## src/rtl/router_pkg.sv

```systemverilog
// router_pkg: shared definitions for the router and its output buffers.
//   addr_width()   - address header width needed to select one of n outputs
//   DROP_CNT_NBITS - default width of the out-of-range drop counter
//   DROP_CNT_MAX   - saturation value of a counter of the default width
package router_pkg;

   function automatic int unsigned addr_width(input int unsigned n);
      return (n < 2) ? 1 : $clog2(n);
   endfunction

   localparam int unsigned                 DROP_CNT_NBITS = 8;
   localparam logic [DROP_CNT_NBITS-1:0]   DROP_CNT_MAX   = '1;

endpackage

```

## src/rtl/router_obuf.sv

```systemverilog
// router_obuf: single-entry val/rdy pipeline buffer for one router output.
// Ports:
//   clk, reset          - clock, asynchronous active-high reset
//   load_en, load_data  - write strobe and word from the router front end
//   ostream_val         - buffer holds a word (registered)
//   ostream_rdy         - downstream consumer takes the word this cycle
//   ostream_msg         - buffered word (registered)
module router_obuf #(
   parameter int unsigned nbits = 32
)(
   input  logic             clk,
   input  logic             reset,
   input  logic             load_en,
   input  logic [nbits-1:0] load_data,
   output logic             ostream_val,
   input  logic             ostream_rdy,
   output logic [nbits-1:0] ostream_msg
);

   // A load wins over a drain, so a same-cycle drain-and-load keeps the
   // output valid with the new word.
   always_ff @(posedge clk or posedge reset) begin
      if (reset) begin
         ostream_val <= 1'b0;
         ostream_msg <= '0;
      end else if (load_en) begin
         ostream_val <= 1'b1;
         ostream_msg <= load_data;
      end else if (ostream_val && ostream_rdy) begin
         ostream_val <= 1'b0;
      end
   end

endmodule

```

## src/rtl/router.sv

```systemverilog
// router: strips the address header from each {addr, data} input word and
// delivers the data word to the output selected by addr. Each output has a
// one-entry buffer; the input is head-of-line blocked by a stalled output.
// Words addressed beyond noutputs are consumed and counted in drop_count.
// Ports:
//   clk, reset                 - clock, asynchronous active-high reset
//   istream_val/rdy/msg        - input stream, msg = {addr, data}
//   ostream_val/rdy/msg [j]    - per-output streams, header stripped
//   drop_count                 - saturating count of out-of-range messages
module router
   import router_pkg::*;
#(
   parameter int unsigned nbits      = 32,
   parameter int unsigned noutputs   = 3,
   parameter int unsigned addr_nbits = addr_width(noutputs),
   parameter int unsigned cnt_nbits  = DROP_CNT_NBITS
)(
   input  logic                        clk,
   input  logic                        reset,
   input  logic                        istream_val,
   output logic                        istream_rdy,
   input  logic [addr_nbits+nbits-1:0] istream_msg,
   output logic                        ostream_val [0:noutputs-1],
   input  logic                        ostream_rdy [0:noutputs-1],
   output logic [nbits-1:0]            ostream_msg [0:noutputs-1],
   output logic [cnt_nbits-1:0]        drop_count
);

   localparam logic [addr_nbits:0]  NOUT    = (addr_nbits+1)'(noutputs);
   localparam logic [cnt_nbits-1:0] CNT_MAX = '1;

   logic [addr_nbits-1:0] addr;
   logic [nbits-1:0]      data;
   logic                  addr_ok;
   logic                  fire;
   logic [noutputs-1:0]   load_en;

   assign addr    = istream_msg[addr_nbits+nbits-1:nbits];
   assign data    = istream_msg[nbits-1:0];
   assign addr_ok = {1'b0, addr} < NOUT;
   assign fire    = istream_val && istream_rdy;

   // Out-of-range addresses leave istream_rdy at 1 so they are always consumed.
   always_comb begin
      istream_rdy = 1'b1;
      load_en     = '0;
      for (int unsigned j = 0; j < noutputs; j++) begin
         if (addr_ok && addr == addr_nbits'(j))
            istream_rdy = !ostream_val[j] || ostream_rdy[j];
      end
      for (int unsigned j = 0; j < noutputs; j++) begin
         load_en[j] = istream_val && istream_rdy && addr_ok && addr == addr_nbits'(j);
      end
   end

   always_ff @(posedge clk or posedge reset) begin
      if (reset)
         drop_count <= '0;
      else if (fire && !addr_ok && drop_count != CNT_MAX)
         drop_count <= drop_count + 1'b1;
   end

   for (genvar j = 0; j < noutputs; j++) begin : g_obuf
      router_obuf #(
         .nbits (nbits)
      ) u_obuf (
         .clk         (clk),
         .reset       (reset),
         .load_en     (load_en[j]),
         .load_data   (data),
         .ostream_val (ostream_val[j]),
         .ostream_rdy (ostream_rdy[j]),
         .ostream_msg (ostream_msg[j])
      );
   end

endmodule
```

## config.mk

```make
export PLATFORM = sky130hd
export DESIGN_NAME = router
export DESIGN_NICKNAME = d
export VERILOG_FILES = /design/src/rtl/router_pkg.sv /design/src/rtl/router_obuf.sv /design/src/rtl/router.sv
export SDC_FILE = /design/constraint.sdc
export NUM_CORES = 1
export LEC_CHECK = 0
export CAP_MARGIN = 25
export CORE_ASPECT_RATIO = 0.6
export CORE_MARGIN = 2
export CORE_UTILIZATION = 45
export DETAILED_ROUTE_END_ITERATION = 8
export PLACE_DENSITY = 0.8
export SYNTH_ARGS = -nofsm -noshare
export SYNTH_HDL_FRONTEND = slang
export SYNTH_SLANG_ARGS = --single-unit
```

## constraint.sdc

```tcl
create_clock -name clk -period 5.15 [get_ports clk]
set_input_delay 1.545 -clock clk [delete_from_list [all_inputs] [get_ports clk]]
set_output_delay 1.545 -clock clk [all_outputs]
set_load 0.005 [all_outputs]
```

==> impl_results.md, run 1 <==
* Via count at 2738
* Combined area of the multi-input logic cells at 0.00139 mm2
* DRC errors left at 0
* Post-Syn Area at 0.00419 mm2
* Crit share post-route at 0.897
* Final setup skew at 11.8 ps
* Average routed wire per standard cell at 17.8 um
* Worst-skew pair later-pin latency at 340 ps
* Max Buffers Root-to-Sink at 2
* First-pass GRT wire length at 15.4 mm
* Largest stage delay on the critical path at 710 ps
* Highest Clock Rate at 216 MHz
* Router iterations before antenna repair at 4
* Setup violators final at 0
* Top flip-flop cell by instance count after synthesis: sky130_fd_sc_hd__dfrtp_1
* Buffer and inverter count on the worst path at 2
* Largest net degree at the start of global routing at 88
* Number of flip-flops and latches in the synthesized netlist at 107
* Sequential cell area at 0.00268 mm2
* Synthesized area divided by synthesized cell count at 15.8 um2
* Placed wire-length estimate after detailed placement at 6.50 mm
* Critical Path RT at 3610 ps
* Ant diodes at 0
* Yosys cell types at 25
* Max_slew headroom at 0.424
* Iteration-0 DRC Markers at 125
* Top area cells in the synthesized netlist: sky130_fd_sc_hd__dfrtp_1, sky130_fd_sc_hd__mux2_2, sky130_fd_sc_hd__mux2_1
* Detail-routed via count per cell at 5.12
* GRT Util Overall at 0.198
* Cell Rows at 27
* Hold-fix buffers, CTS at 0
* Routability cong. at 0.757
* Count of fill cells added during filler insertion at 669
* Share of synthesized registers carrying an async set or reset at 1.00
* Total Power Consumption at 2.47 mW
* Count of flip-flops with a built-in enable after synthesis at 0
* Root buffer cell: sky130_fd_sc_hd__clkbuf_16
* Remaining antenna violation count at 0
* Hold Vio Cnt, Final at 0
* Initial core utilization at 0.460
* Power per cell area at 409 mW/mm2
* Boundary Pins at 148
* CTS resizes at 0
* Fraction of layout cells with a size suffix above 1 at 0.267
* Clock tree from TritonCTS: yes
* Max Slew Vio Count at 0
* Gate count after technology mapping at 265
* Floorplan die height at 78.8 um
* Class of the worst hold path: reg -> reg
* # H-tree levels at 3
* Library cell contributing the largest single delay on the critical path: sky130_fd_sc_hd__clkdlybuf4s50_1
* Share of the yosys chip area belonging to registers at 0.638
* Number of buffers created by CTS at 9
* Static leakage at 2.53 nW
* Syn-to-layout area delta at 44.0%
* Path type of the worst setup path: in -> out
* Post-route setup TNS at 0 ps
* Area of the core at 0.00912 mm2
* Time the final worst path needs with I/O delays and setup at 4620 ps
* # port buffers at 147
* Final-stage net count at 455
* Synth Warn # at 0
* CTS sink count at 107
* RSZ-0062 raised after global routing: false
* CP arrival at 3080 ps
* Final wirelength at 9.51 mm
* Total Die Area at 0.0101 mm2
* Worst-path fanout max at 10
* Number of setup buffers added after CTS at 0
* Startpoint class of the critical path: primary input
* Endpoint class of the critical path: primary output
* Vias in the first global route at 2900
* Synthesized net count at 306
* Cell with the most instances on the worst path: sky130_fd_sc_hd__clkdlybuf4s50_1
* Delay-heaviest family, CP: buffers and inverters
* Area share of the largest cell type after synthesis at 0.638
* Cell type with the largest total area after synthesis: sky130_fd_sc_hd__dfrtp_1
* Horizontal die dimension at 129 um
* Critical Path, Cell by Cell: clkdlybuf4s50_1, mux2i_1, o21ai_0, clkdlybuf4s50_1
* Total congestion overflow after global routing at 0
* Max-capacitance violation count at 0
* Number of antenna violations at the first check in global routing at 0
* Outcome: finished clean
* Reg clk slew, reported paths at 70 ps
* Worst-Margin Slew at 864 ps
* Worst voltage drop across the vdd grid at 0.236 mV
[registers in the layout (all words and copies together), names as in the netlist]
signal	count
g_obuf.u_obuf.ostream_msg	96
drop_count	8
g_obuf.u_obuf.ostream_val	3
[cell type report]
cell class,count,share of cell area
clock buffer,13,0.0431
timing repair buffer,152,0.253
clock inverter,3,0.00373
inverter,3,0.00228
tap,116,0.0240
multi-input combinational,141,0.230
sequential,107,0.443
[routing by layer]
layer	up-vias	global-route usage	part of all wire
met5	-	0	0
met4	0	0.0467	0.0067
met3	6	0.111	0.11
met2	121	0.290	0.44
met1	1369	0.257	0.44
li1	1242	-	-
[through the flow]
stage	instance area, um2	utilization	instances	setup slack (ps)	hold slack, ps
finish	6040	0.662	535	529	487
global route	6040	0.662	535	409	503
CTS	6010	0.659	534	520	492
detailed placement	5730	0.628	518	532	476
global placement	5730	0.628	518	535	468
floorplan	4190	-	265	788	479
[cells by family (layout without fill, tap and decap cells)]
family                   Yosys count  in the layout  share of synthesized area
adder cells (fa/ha/maj)            1              1                    0.00298
buffers and inverters             17            171                     0.0301
flip-flops                       107            107                      0.638
XOR/XNOR                           2              2                    0.00418
AND/OR/NAND/NOR                   28             28                     0.0400
AO/OA/AOI/OAI                      9              9                     0.0134
multiplexers                     101            101                      0.271
[synthesized netlist by cell type, types with 2 or more instances]
cell                       instances
sky130_fd_sc_hd__mux2_2           88
sky130_fd_sc_hd__nand3_1           4
sky130_fd_sc_hd__mux2_1           12
sky130_fd_sc_hd__buf_4             3
sky130_fd_sc_hd__inv_1             3
sky130_fd_sc_hd__and3_1            3
sky130_fd_sc_hd__buf_2             5
sky130_fd_sc_hd__buf_6             6
sky130_fd_sc_hd__dfrtp_1         107
sky130_fd_sc_hd__nand2_1           8
sky130_fd_sc_hd__xnor2_1           2
sky130_fd_sc_hd__nand4_1           3
sky130_fd_sc_hd__nand2b_1          4
sky130_fd_sc_hd__nor3_1            2
sky130_fd_sc_hd__o21ai_0           5
[report_power, final]
part	internal (mW)	leakage, nW	total [mW]	switching (mW)
Combinational	0.473	1.11	0.680	0.207
Clock	0.356	0.140	0.649	0.293
Sequential	1.02	1.27	1.14	0.117
Total	1.85	2.53	2.47	0.617
[worst paths after layout]
| check | startpoint | end | slack (ps) | cells past startpoint |
|---|---|---|---|---|
| worst min register to register | g_obuf[2].u_obuf.ostream_msg[28] | g_obuf[2].u_obuf.ostream_msg[28] | 490 | 1 |
| worst max register to register | g_obuf[2].u_obuf.ostream_val | g_obuf[2].u_obuf.ostream_msg[19] | 3320 | 3 |
| max in group asynchronous | reset | g_obuf[2].u_obuf.ostream_msg[0] | 2800 | 4 |
| min in group asynchronous | reset | g_obuf[0].u_obuf.ostream_msg[11] | 1510 | 2 |
| worst max-delay path | istream_msg[33] | istream_rdy | 530 | 4 |
| worst min-delay path | g_obuf[2].u_obuf.ostream_msg[28] | g_obuf[2].u_obuf.ostream_msg[28] | 490 | 1 |
[cell usage in the layout, fill, tap and decap left out, drive strengths merged, types with 2 or more instances in the layout]
cell | synthesis | final
xnor2 | 2 | 2
o21ai | 5 | 5
nand2 | 8 | 8
and3 | 3 | 3
clkinv | 0 | 3
mux2 | 100 | 100
clkdlybuf4s50 | 0 | 147
nor3 | 2 | 2
nand2b | 4 | 4
nand4 | 3 | 3
clkbuf | 0 | 13
dfrtp | 107 | 107
buf | 14 | 5
nand3 | 4 | 4
inv | 3 | 3
No activity file was read; power rests on OpenSTA's default activity.
==> inputs of run 2 (changes only) <==
- CAP_MARGIN: 25 -> 10
==> run 2 against run 1 <==
Effect of this change: clock skew is essentially flat; register-to-register slack is essentially flat; via count shrank 0.37%; critical path type unchanged; cell count shrank 0.19%; critical path depth is the same; largest cell class unchanged; critical endpoint unchanged.
==> impl_results.md, run 2 (synthesized netlist as in run 1, its figures left out) <==
* Fraction of layout cells with a size suffix above 1 at 0.266
* Syn-to-layout area delta at 43.3%
* Via count at 2728
* First-pass GRT wire length at 15.4 mm
* Met1 global-route usage at 0.257
* Vias in the first global route at 2900
* Most frequent cells in the layout: sky130_fd_sc_hd__clkdlybuf4s50_1, sky130_fd_sc_hd__dfrtp_1, sky130_fd_sc_hd__mux2_2
* Worst voltage drop across the vdd grid at 0.236 mV
* Initial core utilization at 0.460
* Cell Rows at 27
* Endpoint class of the critical path: primary output
* Placed wire-length estimate after detailed placement at 6.50 mm
* Final-stage net count at 454
* CTS sink count at 107
* Iteration-0 DRC Markers at 121
* Crit share post-route at 0.898
* Setup violators final at 0
* Boundary Pins at 148
* Number of buffers created by CTS at 9
* Time the final worst path needs with I/O delays and setup at 4620 ps
* Detail-routed via count per cell at 5.11
* DRC errors left at 0
* Max Buffers Root-to-Sink at 2
* Max-capacitance violation count at 0
* # port buffers at 147
* Ant diodes at 0
* Critical Path RT at 3610 ps
* Horizontal die dimension at 129 um
* Most heavily used metal layer in global routing: met2
* Count of fill cells added during filler insertion at 673
* Outcome: finished clean
* Most common cell after layout, fill and taps aside: sky130_fd_sc_hd__clkdlybuf4s50_1
* Floorplan die height at 78.8 um
* GR Layer Usage met3 at 0.111
* Worst-path fanout max at 10
* Registers with the most flip-flops: g_obuf.u_obuf.ostream_msg (96), drop_count (8), g_obuf.u_obuf.ostream_val (3)
* Worst-skew pair later-pin latency at 340 ps
* Router iterations before antenna repair at 4
* Number of flip-flops under the largest register name at 96
* Area of the core at 0.00912 mm2
* Clock tree from TritonCTS: yes
* Root buffer cell: sky130_fd_sc_hd__clkbuf_16
* Highest Clock Rate at 216 MHz
* Number of setup buffers added after CTS at 0
* Routability cong. at 0.757
* Class of the worst hold path: reg -> reg
* Max_slew headroom at 0.305
* Met2 Use GR at 0.290
* Number of antenna violations at the first check in global routing at 0
* Final setup skew at 12.2 ps
* Reg clk slew, reported paths at 70 ps
* Total Die Area at 0.0101 mm2
* Cell area after layout at 0.00601 mm2
* Average routed wire per standard cell at 17.8 um
* Power per cell area at 410 mW/mm2
* Post-Place Cell Area at 0.00573 mm2
* RSZ-0062 raised after global routing: false
* CP arrival at 3080 ps
* CTS resizes at 0
* # H-tree levels at 3
* Largest net degree at the start of global routing at 88
* Post-route setup TNS at 0 ps
* Final wirelength at 9.48 mm
* Remaining antenna violation count at 0
* Static leakage at 2.51 nW
* Worst-Margin Slew at 1040 ps
* Path type of the worst setup path: in -> out
* Startpoint class of the critical path: primary input
* Hold-fix buffers, CTS at 0
* GRT Util Overall at 0.198
* Most flop-heavy register: g_obuf.u_obuf.ostream_msg
* Max Slew Vio Count at 0
* Total congestion overflow after global routing at 0
* Hold Vio Cnt, Final at 0
## run 2: changes by cell type in the layout (fill, tap and decap cells not counted), sizes merged
cell / before / now
buf: 5 / 4
## run 2: final cells by class
type                    instances  area [um2]  area share
clock inverters                 3        22.5     0.00375
well taps                     116         145      0.0241
inverters                       3        13.8     0.00229
clock buffers                  13         260      0.0433
multi-input cells             141        1390       0.231
flip-flops and latches        107        2680       0.445
repair buffers                151        1500       0.250
## run 2: critical path: stages
cell	delay, ps
sky130_fd_sc_hd__clkdlybuf4s50_1	710
sky130_fd_sc_hd__mux2i_1	140
sky130_fd_sc_hd__o21ai_0	160
sky130_fd_sc_hd__clkdlybuf4s50_1	520
## run 2: metrics by stage
step | hold slack (ps) | util | power (mW) | std cells | setup slack [ps]
6_report | 487 | 0.659 | 2.46 | 534 | 528
5_1_grt | 503 | 0.659 | 2.60 | 534 | 409
4_1_cts | 492 | 0.659 | 2.49 | 534 | 520
3_5_place_dp | 476 | 0.628 | 1.83 | 518 | 532
3_3_place_gp | 468 | 0.628 | 1.81 | 518 | 535
2_1_floorplan | 479 | - | 1.37 | 265 | 788
## run 2: worst paths after layout
check / startpoint / to / slack [ps] / depth (start not counted)
setup / recovery: istream_msg[33] / istream_rdy / 530 / 4
hold reg to reg: g_obuf[2].u_obuf.ostream_msg[28] / g_obuf[2].u_obuf.ostream_msg[28] / 490 / 1
setup reg to reg: g_obuf[2].u_obuf.ostream_val / g_obuf[2].u_obuf.ostream_msg[19] / 3310 / 3
hold / removal: g_obuf[2].u_obuf.ostream_msg[28] / g_obuf[2].u_obuf.ostream_msg[28] / 490 / 1
min in group asynchronous: reset / g_obuf[0].u_obuf.ostream_msg[11] / 1820 / 2
max in group asynchronous: reset / g_obuf[2].u_obuf.ostream_msg[0] / 2540 / 3
## run 2: layer usage
| layer | part of all wire | up-vias | wire, um |
|---|---|---|---|
| met5 | 0 | - | 0 |
| met4 | 0.0068 | 0 | 64 |
| met3 | 0.11 | 6 | 1070 |
| met2 | 0.43 | 114 | 4090 |
| met1 | 0.45 | 1371 | 4250 |
| li1 | - | 1237 | - |
## run 2: where the power goes
| part | leakage, nW | switching, mW | internal [mW] |
|---|---|---|---|
| sequential | 1.27 | 0.117 | 1.02 |
| combinational | 1.10 | 0.206 | 0.471 |
| clock | 0.140 | 0.291 | 0.356 |
| total | 2.51 | 0.615 | 1.85 |
==> inputs of run 3 (changes only) <==
--- a/config.mk
+++ b/config.mk
@@ -7,9 +7,11 @@
 export LEC_CHECK = 0
 export CAP_MARGIN = 10
+export CELL_PAD_IN_SITES_DETAIL_PLACEMENT = 2
+export CELL_PAD_IN_SITES_GLOBAL_PLACEMENT = 2
 export CORE_ASPECT_RATIO = 0.6
 export CORE_MARGIN = 2
-export CORE_UTILIZATION = 45
+export CORE_UTILIZATION = 30
 export DETAILED_ROUTE_END_ITERATION = 8
-export PLACE_DENSITY = 0.8
+export PLACE_DENSITY_LB_ADDON = 0.1
 export SYNTH_ARGS = -nofsm -noshare
 export SYNTH_HDL_FRONTEND = slang
==> constraint.sdc (replaced) <==
create_clock -name clk -period 5.15 [get_ports clk]
set_input_delay 0.7725 -clock clk [delete_from_list [all_inputs] [get_ports clk]]
set_output_delay 0.7725 -clock clk [all_outputs]
set_load 0.005 [all_outputs]
==> run 3 against run 2 <==
Effect of this change: clock power grew 16%; largest cell class unchanged; critical endpoint unchanged; global-route usage shrank 4.3 points; via count shrank 0.33%; maximum frequency grew 52%; cell count grew 14%; power grew 4.6%; register-to-register slack lost 170 ps; core utilization shrank 21 points; wire length grew 17%; highest routed layer unchanged.
==> impl_results.md, run 3 (synthesized netlist as in run 1, its figures left out) <==
* CP arrival at 2280 ps
* Boundary Pins at 148
* First-pass GRT wire length at 17.3 mm
* Largest net degree at the start of global routing at 76
* Hold WS at 486 ps
* # port buffers at 147
* Setup slack after placement at 2020 ps
* Area of the core at 0.0137 mm2
* Average routed wire per standard cell at 18.2 um
* Worst-path fanout max at 10
* Critical Path RT at 4380 ps
* Fraction of layout cells with a size suffix above 1 at 0.264
* Total congestion overflow after global routing at 0
* Via count at 2719
* Worst setup slack for register-to-register paths at 3140 ps
* CTS resizes at 0
* Highest Clock Rate at 328 MHz
* Number of setup buffers added after CTS at 0
* Max Slew Vio Count at 0
* Final wirelength at 11.1 mm
* CTS sink count at 107
* Remaining antenna violation count at 0
* Path type of the worst setup path: in -> out
* Total Power Consumption at 2.58 mW
* Worst-skew pair later-pin latency at 340 ps
* Floorplan die height at 95.6 um
* Met1 global-route usage at 0.205
* Max-capacitance violation count at 0
* Library cell contributing the largest single delay on the critical path: sky130_fd_sc_hd__clkdlybuf4s50_1
* Critical Path, Cell by Cell: clkdlybuf4s50_1, mux2i_1, o21ai_0, clkdlybuf4s50_1
* Horizontal die dimension at 157 um
* Total Die Area at 0.0150 mm2
* Max_slew headroom at 0.317
* Setup violators final at 0
* Crit share post-route at 0.592
* GR Layer Usage met3 at 0.0827
* Post-route setup TNS at 0 ps
* Number of antenna violations at the first check in global routing at 0
* Static leakage at 2.52 nW
* Time the final worst path needs with I/O delays and setup at 3050 ps
* Detail-routed via count per cell at 4.47
* Clock tree from TritonCTS: yes
* Vias in the first global route at 2974
* Worst Slack Setup Final at 2100 ps
* Iteration-0 DRC Markers at 36
* DRC errors left at 0
* Hold Vio Cnt, Final at 0
* Startpoint class of the critical path: primary input
* Most frequent cells in the layout: sky130_fd_sc_hd__clkdlybuf4s50_1, sky130_fd_sc_hd__dfrtp_1, sky130_fd_sc_hd__mux2_2
* Cell with the most instances on the worst path: sky130_fd_sc_hd__clkdlybuf4s50_1
* Power per cell area at 420 mW/mm2
* Met2 Use GR at 0.224
* Largest stage delay on the critical path at 710 ps
* Class of the worst hold path: reg -> reg
* Endpoint class of the critical path: primary output
* Router iterations before antenna repair at 4
* Final setup skew at 12.2 ps
* Number of buffers created by CTS at 9
* Routability cong. at 0.746
* Initial core utilization at 0.307
* Ant diodes at 0
* Number of flip-flops under the largest register name at 96
* Cell Rows at 33
* Final-stage net count at 452
* Max Buffers Root-to-Sink at 2
* Reg clk slew, reported paths at 70 ps
* Worst voltage drop across the vdd grid at 0.143 mV
* Hold-fix buffers, CTS at 0
* Most common cell after layout, fill and taps aside: sky130_fd_sc_hd__clkdlybuf4s50_1
* Most flop-heavy register: g_obuf.u_obuf.ostream_msg
* Most heavily used metal layer in global routing: met2
* Registers with the most flip-flops: g_obuf.u_obuf.ostream_msg (96), drop_count (8), g_obuf.u_obuf.ostream_val (3)
* Syn-to-layout area delta at 46.3%
* Placed wire-length estimate after detailed placement at 7.70 mm
* # H-tree levels at 3
* Count of fill cells added during filler insertion at 1339
* Worst-Margin Slew at 1020 ps
* Root buffer cell: sky130_fd_sc_hd__clkbuf_16
* RSZ-0062 raised after global routing: false
* Outcome: finished clean
* GRT Util Overall at 0.155
## run 3: cell type report
class	instances	area (um2)	share of cell area
repair buffers	149	1490	0.242
clock inverters	5	83.8	0.0137
well taps	192	240	0.0392
inverters	3	13.8	0.00224
flip-flops and latches	107	2680	0.436
clock buffers	11	243	0.0396
multi-input cells	141	1390	0.227
## run 3: worst paths after layout
check                                                      start                          endpoint  cells after the start
worst min-delay path            g_obuf[2].u_obuf.ostream_msg[24]  g_obuf[2].u_obuf.ostream_msg[24]                      1
worst min register to register  g_obuf[2].u_obuf.ostream_msg[24]  g_obuf[2].u_obuf.ostream_msg[24]                      1
min in group asynchronous                                  reset   g_obuf[2].u_obuf.ostream_msg[1]                      2
worst max-delay path                             istream_msg[33]                       istream_rdy                      4
max in group asynchronous                                  reset  g_obuf[2].u_obuf.ostream_msg[11]                      3
worst max register to register      g_obuf[0].u_obuf.ostream_val  g_obuf[0].u_obuf.ostream_msg[31]                      3
## run 3: critical path, delay by kind of cell
family	cells	cell delay, ps
mux	1	120
compound gates	1	150
buf+inv	2	1230
## run 3: stage by stage
stage | cell area, um2 | cells | util
final | 6140 | 608 | 0.449
after global routing | 6140 | 608 | 0.449
after CTS | 6140 | 608 | 0.449
after detailed placement | 5810 | 592 | 0.425
after global placement | 5810 | 592 | 0.425
after floorplan | 4190 | 265 | -
## run 3: per-layer routing
metal / routed length, um / share of wire / vias to the layer above
met3: 1160 / 0.10 / 7
met1: 5040 / 0.45 / 1396
met4: 65 / 0.0059 / 0
met2: 4830 / 0.44 / 92
met5: 0 / 0 / -
li1: - / - / 1224
## run 3: power by group
part / leakage [nW] / switching [mW] / internal [mW]
Sequential: 1.27 / 0.114 / 1.02
Combinational: 1.09 / 0.218 / 0.471
Clock: 0.152 / 0.311 / 0.442
Total: 2.52 / 0.643 / 1.93
==> variant 1 (settings of run 1) <==
The parameter `noutputs` goes from 3 to 6.
--- a/src/rtl/router.sv
+++ b/src/rtl/router.sv
@@ -11,7 +11,7 @@
    import router_pkg::*;
 #(
    parameter int unsigned nbits      = 32,
-   parameter int unsigned noutputs   = 3,
+   parameter int unsigned noutputs   = 6,
    parameter int unsigned addr_nbits = addr_width(noutputs),
    parameter int unsigned cnt_nbits  = DROP_CNT_NBITS
 )(
Interface: changed (resized istream_msg, ostream_msg, ostream_rdy and ostream_val); port bits go from 148 to 251. No check against the original RTL was run, so the function may have changed too.
==> variant 1 against run 1 <==
- sequential cell count up 99
- power increased by 100%
- area after synthesis is 88% higher
- final area rose by 87%
- setup slack worse by 0.27 ns
- die area up 84%
- maximum frequency is 5.6% lower
- wire length rose by 120%
- combinational power is 91% higher
- sequential power increased by 93%
==> variant 1: results <==
group,metric,value,unit
drt,viasPerCell,5.08,
timing,finClkSkew,0.0162,ns
run_status,run_status,"complete, no violations",
synth,ys_seq_area_frac,0.653,
place,place_congestion,0.860,
drt,dr.first_iter.drc_count,331,
synth,yosys.area_share.adder,0.00159,
global_routing,grt_first_pass_wirelength,32000,um
critical_path,cp.arrival,3.35,ns
place,io_buffers,250,
synth,synthXorXnorAreaFrac,0.00444,
power,leakagePower,4.82,nW
global_routing,grt_use_total,0.223,
global_routing,grt_pass1_vias,5406,
timing,relSlewSlack,0.272,
synth,synth_area_leaders,"dfrtp_1 (65%), mux2_2 (27%), mux2_1 (1.0%), buf_2 (0.95%), buf_6 (0.86%)",
cts,worstSkewPairLatency,0.50,ns
cts,htree_num_levels,1,
place,post-place-ws,0.271,ns
cells_and_area,largestRegisters,"g_obuf.u_obuf.ostream_msg x192, drop_count x8, g_obuf.u_obuf.ostream_val x6",
synth,ys_types,27,
synth,synth_compound_area_frac,0.00317,
global_routing,grt_max_degree,207,
drt,wl_per_cell,20.9,um
synth,synthMuxAreaShare,0.281,
place,hpwlAfterDp,14200,um
cts,cts_buffer_depth,3,
critical_path,cp_max_fo,3,
-- variant 1: changes by cell type after synthesis, sizes merged, moves of 4 or more --
| cell | before | now |
|---|---|---|
| dfrtp | 107 | 206 |
| mux2 | 100 | 195 |
| buf | 14 | 27 |
| and4 | 0 | 4 |
| o21ai | 5 | 1 |
-- variant 1: area by class of cell --
cell class | instances | area [um^2] | area share
clock buffers | 27 | 567 | 0.0502
well taps | 234 | 293 | 0.0259
repair buffers | 261 | 2600 | 0.230
clock inverters | 9 | 123 | 0.0109
multi-input cells | 248 | 2550 | 0.226
flip-flops and latches | 206 | 5150 | 0.456
inverters | 2 | 11.3 | 0.000997
-- variant 1: final timing paths --
kind	slack, ns	cells after the start	to	start
setup / recovery	0.26	6	istream_rdy	ostream_rdy[2]
hold / removal	0.50	1	g_obuf[3].u_obuf.ostream_msg[4]$_DFFE_PP0P_	g_obuf[3].u_obuf.ostream_msg[4]$_DFFE_PP0P_
hold reg to reg	0.50	1	g_obuf[3].u_obuf.ostream_msg[4]$_DFFE_PP0P_	g_obuf[3].u_obuf.ostream_msg[4]$_DFFE_PP0P_
setup reg to reg	3.12	4	g_obuf[0].u_obuf.ostream_msg[24]$_DFFE_PP0P_	g_obuf[0].u_obuf.ostream_val$_DFFE_PP0P_
max in group asynchronous	2.60	3	g_obuf[2].u_obuf.ostream_msg[29]$_DFFE_PP0P_	reset
min in group asynchronous	1.74	3	g_obuf[2].u_obuf.ostream_msg[10]$_DFFE_PP0P_	reset
-- variant 1: metrics by stage --
stage	power, mW	area [um^2]	instances	util
after floorplan	2.59	7900	484	-
after global placement	3.47	10600	951	0.618
after detailed placement	3.53	10600	951	0.618
after CTS	5.05	11300	987	0.658
after global routing	5.23	11300	987	0.658
final	5.00	11300	987	0.658
-- variant 1: power by group --
part	internal, mW	leakage (nW)	switching, mW
sequential	1.98	2.49	0.218
clock	0.884	0.333	0.625
combinational	0.891	2.00	0.408
-- variant 1: kinds of logic after synthesis --
group | after synthesis
buffers and inverters | 30
XOR/XNOR | 4
AO/OA/AOI/OAI | 5
flip-flops | 206
AND/OR/NAND/NOR | 42
multiplexers | 196
adder cells (fa/ha/maj) | 1
-- variant 1: routing by layer --
metal / up-vias / routed length (um) / track usage
met4: 0 / 192 / 0.0423
met2: 200 / 9610 / 0.364
met5: - / 0 / 0
li1: 2214 / - / -
met1: 2591 / 8820 / 0.290
met3: 12 / 2040 / 0.0830
-- variant 1: worst max-delay path, stage by stage --
cell             delay, ns
clkdlybuf4s50_1       0.44
nand2b_1              0.21
mux4_2                0.49
nor2_1                0.13
a21oi_1               0.06
clkdlybuf4s50_1       0.47
==> variant 2 (config.mk and constraints of run 1) <==
Without the edit above. Reset style: synchronous (`reset`), changed in 2 clocked blocks. Comments in the files are not updated.
--- a/src/rtl/router_obuf.sv
+++ b/src/rtl/router_obuf.sv
@@ -19,7 +19,7 @@
 
    // A load wins over a drain, so a same-cycle drain-and-load keeps the
    // output valid with the new word.
-   always_ff @(posedge clk or posedge reset) begin
+   always_ff @(posedge clk) begin
       if (reset) begin
          ostream_val <= 1'b0;
          ostream_msg <= '0;
--- a/src/rtl/router.sv
+++ b/src/rtl/router.sv
@@ -53,7 +53,7 @@
       end
    end
 
-   always_ff @(posedge clk or posedge reset) begin
+   always_ff @(posedge clk) begin
       if (reset)
          drop_count <= '0;
       else if (fire && !addr_ok && drop_count != CNT_MAX)
Behaviour: differs if reset is asserted again (counterexample within 4 cycles, from zero or initial values and one cycle with reset high); with reset held inactive, the same outputs for 10 cycles.
==> variant 2 against run 1 <==
- maximum frequency rose by 0.73%
- wire length up 16%
- register-to-register slack better by 0.09 ns
- area after synthesis down 8.1%
- final area down 5.4%
- die area fell by 7.8%
- setup slack better by 0.033 ns
- sequential cell count unchanged
- count of clock-buffer cells in the layout shrank 1
- sequential share of layout area is 6.8 points lower
- critical path type unchanged
- critical endpoint unchanged
- highest routed layer unchanged
Power is not compared: it rests on default switching activity, and its combinational part moved more than twofold at a synthesized area within 25%.
==> variant 2: results <==
group,metric,value,unit
drt,met3_length,1220,um
critical_path,r2r_end,"g_obuf[1].u_obuf.ostream_msg[24]$_SDFFE_PP0P_",
synth,synth_area_leaders,"dfxtp_1 (56%), nand2_1 (19%), a21oi_1 (13%), clkbuf_1 (2.7%), buf_2 (0.78%)",
drt,viasPerCell,5.11,
cells_and_area,nNetsFinal,658,
synth,synth_commonest_cells,"nand2_1 (198), dfxtp_1 (107), a21oi_1 (102), clkbuf_1 (28)",
place,place_congestion,0.803,
synth,synthFlopType,"dfxtp_1",
min_path,min_from,"g_obuf[0].u_obuf.ostream_msg[19]$_SDFFE_PP0P_",
drt,m1WireLength,4770,um
place,post-place-ws,0.585,ns
run_status,run_status,"complete, no violations",
timing,hold_slack,0.452,ns
synth,syn_nets,530,
place,hpwlAfterDp,7280,um
critical_path,regToRegSetupSlack,3.41,ns
synth,async_flop_share,0,
timing,worst_slew_pin_slew,0.535,ns
cells_and_area,drive_gt1_frac,0.0450,
place,dp_cells,717,
cells_and_area,fillCellCount,672,
min_path,hold-path-endpoint,"g_obuf[0].u_obuf.ostream_msg[19]$_SDFFE_PP0P_",
global_routing,grt_first_pass_wirelength,16900,um
critical_path,rr_worst_depth,5,
min_path,hold_depth,2,
drt,wl_per_cell,15.1,um
drt,vias,3754,
die,core-area,0.00843,mm^2
place,post_dp_cell_area,0.00538,mm^2
drt,dr_wl_met2,5040,um
drt,dr.first_iter.drc_count,288,
timing,finClkSkew,0.00700,ns
global_routing,grt_pass1_vias,3403,
==> variant 2: cell types whose count changed in the layout (fill, tap and decap cells not counted), sizes merged, moves of 2 or more <==
| cell | change |
|---|---|
| dfxtp | +107 |
| nor2b | +2 |
| nor2 | +6 |
| o31ai | +2 |
| or3 | +3 |
| a21oi | +101 |
| nand2 | +190 |
| xnor2 | -2 |
| buf | +3 |
| dfrtp | -107 |
| nor3 | +5 |
| mux2 | -100 |
| inv | -2 |
==> variant 2: logic make-up (layout without fill, tap and decap cells) <==
logic type,after synthesis,in the layout,share of synthesized area
AO/OA/AOI/OAI,111,111,0.149
XOR/XNOR,1,1,0.00227
adder cells (fa/ha/maj),1,1,0.00325
buffers and inverters,38,171,0.0419
flip-flops,107,107,0.556
multiplexers,2,2,0.00520
AND/OR/NAND/NOR,229,229,0.243
==> variant 2: final cells by class <==
cell class              count  area, um^2  share of cell area
repair buffers            154        1560               0.273
inverters                   1        3.75            0.000657
multi-input cells         344        1560               0.273
clock buffers              12         256              0.0449
flip-flops and latches    107        2140               0.375
well taps                 112         140              0.0245
clock inverters             4        48.8             0.00854
==> variant 2: critical path: cells and delay by family <==
family	cells	cell delay (ns)
buffers and inverters	2	1.22
AOI/OAI and AO/OA	2	0.28
==> variant 2: power groups by stage <==
stage / combinational (mW) / sequential [mW] / clock, mW
after CTS: 0.174 / 0.869 / 0.706
after global placement: 0.167 / 0.886 / 0
after detailed placement: 0.172 / 0.887 / 0
after floorplan: 0.0621 / 0.887 / 0
final: 0.175 / 0.868 / 0.692
after global routing: 0.191 / 0.871 / 0.740
==> variant 2: worst max path at each step <==
stage,from,to,slack [ns],depth (start not counted)
6_report,istream_msg[33],istream_rdy,0.56,4
2_1_floorplan,ostream_rdy[1],istream_rdy,1.63,4
4_1_cts,istream_msg[33],istream_rdy,0.57,4
3_5_place_dp,istream_msg[33],istream_rdy,0.59,4
3_3_place_gp,ostream_rdy[1],istream_rdy,0.64,6
5_1_grt,ostream_rdy[1],istream_rdy,0.48,6
==> variant 2: routing by layer <==
layer / vias to the layer above / global-route usage
met5: - / 0
met1: 1752 / 0.293
li1: 1851 / -
met4: 0 / 0.0720
met2: 146 / 0.380
met3: 5 / 0.109
